### config.mk
export PLATFORM = sky130hd
export DESIGN_NAME = gray_step_counter
export DESIGN_NICKNAME = d
export VERILOG_FILES = /design/src/rtl/gray_step_counter.sv
export SDC_FILE = /design/constraint.sdc
export NUM_CORES = 1
export LEC_CHECK = 0
export ABC_AREA = 1
export BUFFER_PORTS_ARGS = -buffer_cell sky130_fd_sc_hd__buf_4
export CAP_MARGIN = 20
export CORE_AREA = 2 2 39 41
export DETAILED_ROUTE_END_ITERATION = 8
export DIE_AREA = 0 0 41 43
export GPL_ROUTABILITY_DRIVEN = 0
export PLACE_DENSITY = 0.7
export SLEW_MARGIN = 20
export SYNTH_ARGS = -nofsm -noshare
export SYNTH_HDL_FRONTEND = slang
export SYNTH_SLANG_ARGS = --single-unit
### constraint.sdc
create_clock -name CLK -period 1.7 [get_ports CLK]
set_input_delay 0.17 -clock CLK [delete_from_list [all_inputs] [get_ports CLK]]
set_output_delay 0.17 -clock CLK [all_outputs]
set_load 0.02 [all_outputs]
### src/rtl/gray_step_counter.sv
// gray_step_counter: up/down count presented as registered Gray code with change/limit strobes.
// Optional GRAY_CHECK_EN adds a sticky Gray-adjacency error flag on ERR.
module gray_step_counter #(
  parameter int WIDTH    = 4,
  parameter bit SATURATE = 1'b0,
  parameter int INIT     = 0
) (
  input  logic             CLK,
  input  logic             RST,
  input  logic             UP,
  input  logic             DOWN,
  input  logic             CLR,
  output logic [WIDTH-1:0] BIN,
  output logic [WIDTH-1:0] GRAY,
  output logic             CHG,
  output logic             LIMIT,
  output logic             ERR
);
  localparam logic [WIDTH-1:0] INIT_V = WIDTH'(INIT);
  localparam logic [WIDTH-1:0] INIT_G = INIT_V ^ (INIT_V >> 1);
  localparam logic [WIDTH-1:0] MAX_V  = '1;
  localparam logic [WIDTH-1:0] ONE_V  = WIDTH'(1);
  logic [WIDTH-1:0] bin_q, bin_d, gray_q;
  logic             chgd_q, chgd_d, lim_q, lim_d, chg_q, inc, dec;
  always_comb begin
    inc    = !CLR && UP && !DOWN;
    dec    = !CLR && DOWN && !UP;
    lim_d  = (inc && bin_q == MAX_V) || (dec && bin_q == '0);
    bin_d  = CLR ? INIT_V : (lim_d && SATURATE) ? bin_q : inc ? bin_q + ONE_V : dec ? bin_q - ONE_V : bin_q;
    chgd_d = bin_d != bin_q;
  end
  always_ff @(posedge CLK or negedge RST) begin
    if (!RST) begin
      bin_q  <= INIT_V;
      chgd_q <= 1'b0;
      lim_q  <= 1'b0;
      gray_q <= INIT_G;
      chg_q  <= 1'b0;
    end else begin
      bin_q  <= bin_d;
      chgd_q <= chgd_d;
      lim_q  <= lim_d;
      gray_q <= bin_q ^ (bin_q >> 1);
      chg_q  <= chgd_q;
    end
  end
  assign BIN   = bin_q;
  assign GRAY  = gray_q;
  assign CHG   = chg_q;
  assign LIMIT = lim_q;
`ifdef GRAY_CHECK_EN
  // clear tag travels alongside the change bit so clears are exempt from the adjacency check
  logic [WIDTH-1:0] prev_q;
  logic             clr1_q, clr2_q, err_q, err_d;
  always_comb err_d = CLR ? 1'b0 : err_q | (chg_q && !clr2_q && $countones(gray_q ^ prev_q) != 1);
  always_ff @(posedge CLK or negedge RST) begin
    if (!RST) begin
      prev_q <= INIT_G;
      clr1_q <= 1'b0;
      clr2_q <= 1'b0;
      err_q  <= 1'b0;
    end else begin
      prev_q <= gray_q;
      clr1_q <= CLR;
      clr2_q <= clr1_q;
      err_q  <= err_d;
    end
  end
  assign ERR = err_q;
`else
  assign ERR = 1'b0;
`endif
endmodule

After elaboration in Yosys (flattened, before gate mapping)
Index checks and enable logic that the tools add are counted.

word-level totals
  input bits = 5
  output and inout port bits = 11
  word-level logic and storage cells = 24
  flip-flop bits (word level) = 11

cells by class
  reduce and logical (&&, ||, !) cells = 11
  multiplexer cells = 3
  add/sub/neg operators = 2
  equality and inequality tests = 2
  bitwise operators = 1

operator list
  operator             count
  $mux 4               3
  $logic_and 1x1->1    6
  $add 4x1->4 const B  1
  $eq 4x4->1 const B   1
  $logic_not 4->1      1
  $ne 4x4->1           1
  $sub 4x1->4 const B  1
  $xor 4x3->4          1
  $logic_not 1->1      3
  $logic_or 1x1->1     1

Logic depth before layout (Yosys ltp)
  word-level depth = 7
  depth in mapped cells = 8
  depth with buffers taken out = 8

Worst setup path after synthesis
OpenSTA, ideal clock, no wires.

  path type = register to register
  start = register bin_q[1], in the netlist BIN[1]
  end = register chgd_q
  slack = 0.257 ns
  arrival = 1.319 ns
  cell stages (with the launch flop) = 9
  data required time = 1.575 ns
  buffers on the path = 0
  period minus slack after synthesis = 1.443 ns
  setup time = 0.125 ns
  cell sequence = dfrtp_1 -> inv_1 -> ha_1 -> inv_1 -> nand3_1 -> nand3_1 -> nand2_1 -> nand2_1 -> nand3_1

on the way
  word-level cells in the longest chain between the ends = 5
  elaborated cells between the ends (all ways) = 6
  classes of those cells = add/sub: 2; eq/ne: 1; mux: 3

RTL lines
  item                    line  RTL
  from (decl)             23    logic [WIDTH-1:0] bin_q, bin_d, gray_q;
  from (signal assigned)  40    bin_q <= bin_d;
  $sub 4x1->4             29    bin_d = CLR ? INIT_V : (lim_d && SATURATE) ? bin_q : inc ? bin_q + ONE_V : dec ? bin_q - ONE_V : bin_q;
  $mux 4 (3 in a row)     29
  $ne 4x4->1 *            30    chgd_d = bin_d != bin_q;
  via chgd_d              24    logic chgd_q, chgd_d, lim_q, lim_d, chg_q, inc, dec;
  to (signal assigned)    41    chgd_q <= chgd_d;
  to (decl)               24

Mark *: on every way through the listed nets, which the timed path passes. The rest lies on a longest branch.

Worst setup path after layout
Same ends and word-level chain as after synthesis.

==> impl_metrics.tcl <==
set metrics [dict create \
    hold_violations 0 \
    synthTopCellsByCount "dfrtp_1 (11), nand2_1 (11), inv_1 (10)" \
    arrival_ns 1.62 \
    use_met2 0.253 \
    diodes 0 \
    drc 0 \
    power_switching_uw 195 \
    netlist_area_um2 597 \
    muxShareOfSynthArea 0 \
    post-cts-setup-buffers 0 \
    portBuffers 14 \
    startpoint "BIN[1]" \
    reg2reg_to "chgd_q" \
    clockBufferDepth 2 \
    dieArea_um2 1760 \
    place_hpwl_um 879 \
    synth-xor-area-share 0 \
    viasPerCell 4.87 \
    grt.met3_usage 0.0524 \
    r2r-start "BIN[1]" \
    synth_ff_type "dfrtp_1" \
    die_h_um 43 \
    p_leak_uw 0.000427 \
    htree_levels 1 \
    cap_violations 0 \
    synth_top_cell_area_share 0.461 \
    worst_slack_ns 0.228 \
    period_share 0.866 \
    finalClockSkew_ns 0.00590 \
    hold_buffers 1 \
    die_x_um 41 \
    cpPeakStageDelay_ns 0.45 \
    slew_viol_final 0 \
    clock-sinks 11 \
    avgSynthCellArea_um2 8.91 \
    utilization 0.542 \
    nets 99 \
    drt_iter0_drc 12 \
    cts_resized 0 \
    worst_path_most_repeated_cell "nand3_1" \
    grt_pass1_wl_um 1930 \
    p_per_area_nw_per_um2 847 \
    numCtsBuffers 3 \
    grt_pass1_vias 464 \
    r2r_setup_slack_ns 0.23 \
    ir_worst_vdd_mv 0.416 \
    globalRouteOverflowTotal 0 \
    start_util 0.431 \
    wire_per_inst_um 11.0 \
    end_kind "flip-flop" \
    io_pins 16 \
    power_frac_clock 0.277 \
    antenna_found_initial 0 \
    cts_root_buffer "clkbuf_4" \
    synth_simple_gate_area_frac 0.235 \
    ys_async_sr_fraction 1.00 \
    p_seq_frac 0.476 \
    setup_tns_ns 0 \
    intPower_uw 441 \
    r2r_cells 8 \
    grtUsageTotal 0.166 \
    ys_types 16 \
    ys_top_cells_by_area "dfrtp_1 (46%), ha_1 (17%), nand3_1 (7.5%)" \
    crit_slowest_cell "dfrtp_1" \
    synth_edf_count 0 \
    firstDrtPassIters 4 \
    top_usage_layer "met2" \
    fmax_ghz 0.679 \
    switching_share 0.306 \
    core_area_um2 1380 \
    grt_start_max_net_pins 12 \
    syn2layout_area_growth_pct 25.8 \
    p_comb_frac 0.246 \
    hold_class "primary input to flip-flop" \
    synth_top_family_by_area "simple AND/OR/NAND/NOR gates" \
    critPathCapture "chgd_q" \
    grt_setup_unrepaired "no" \
    synth_seq_area_share 0.461 \
    synth.yosys.warnings 0 \
    grt_use_met1 0.201 \
    crit_chain "inv_1 -> ha_1 -> inv_1 -> nand3_1 -> nand3_1 -> nand2_1 -> nand2_1 -> nand3_1" \
    cp.required_ns 1.85 \
    cts_tree "built" \
    drive_above_1_share 0.271 \
    whs_ns 0.196 \
    cp_max_fo 6 \
    yosys.area.top_type "dfrtp_1" \
    pre_cts_ws_ns 0.237 \
    cp-start-kind "flip-flop" \
    syn_nets 80 \
    wl_um 1110 \
    critical_path_class "flip-flop to flip-flop" \
    synth_compound_gate_area_share 0.0419 \
    layout_min_cycle_time_ns 1.47 \
    via_count 492 \
    syn_inst 67 \
    setup_viol 0 \
    clock_latency_ns 0.27 \
    cts.clk_slew.worst_paths_ns 0.07 \
    synthAdderAreaFrac 0.168 \
    status "completed" \
    synth-seq-cells 11 \
    rows 14 \
    antenna_left 0 \
]
[per-layer routing]
metal	up-vias	share of wire
met5	-	0
met1	226	0.43
met2	19	0.48
met4	0	0.017
met3	2	0.069
li1	245	-
[worst max-delay path: cells and delay by family (launching register included)]
family / cells / cell delay [ns]
simple gates: 5 / 0.35
fa+ha+maj: 1 / 0.33
buf+inv: 2 / 0.21
flops: 1 / 0.45
[state kept, by name, indices dropped and copies added, names as in the netlist]
signal  flops
CHG         1
BIN         4
LIMIT       1
chgd_q      1
GRAY        4
[cells in the final DEF, fill, tap and decap left out, drive strengths merged]
cell type / Yosys / routed
buf: 1 / 14
nand2: 12 / 12
inv: 12 / 12
dfrtp: 11 / 11
nand3: 11 / 11
ha: 8 / 8
nor2: 5 / 5
clkbuf: 0 / 4
a21oi: 3 / 3
o21ai: 2 / 2
nand4: 1 / 1
conb: 1 / 1
dlygate4sd3: 0 / 1
[layout make-up]
cell class | instances | area (um^2)
Clock buffer | 4 | 26.3
Fill cell | 130 | 633
Inverter | 12 | 45.0
Multi-Input combinational cell | 43 | 269
Sequential cell | 11 | 275
Tap cell | 16 | 20.0
Timing Repair Buffer | 15 | 115
[cell families (layout without fill, tap and decap cells)]
logic type | after synthesis | count (layout)
adders and majority gates | 8 | 8
buffers and inverters | 13 | 31
and+or+nand+nor | 29 | 29
DFF | 11 | 11
AOI/OAI and AO/OA | 5 | 5
other | 1 | 1
[power by group through the flow]
stage	Combinational [uW]	Sequential (uW)	Clock, uW
detailed placement	156	308	0
global route	175	307	195
global placement	154	308	0
finish	157	303	176
floorplan	60.8	336	0
CTS	159	303	181
[worst min path at each step]
stage	startpoint	end	depth (start not counted)
floorplan	RST	BIN[0]	0
global placement	RST	GRAY[1]	1
detailed placement	RST	GRAY[1]	1
CTS	CLR	LIMIT	4
global route	CLR	BIN[2]	4
finish	CLR	LIMIT	4
[metrics by stage]
stage	total power, uW	area, um^2	std cells
after floorplan	397	597	67
after global placement	462	714	96
after detailed placement	465	714	96
after CTS	644	751	101
after global routing	677	751	101
final	636	751	101
Power figures use the tool's default switching activity.
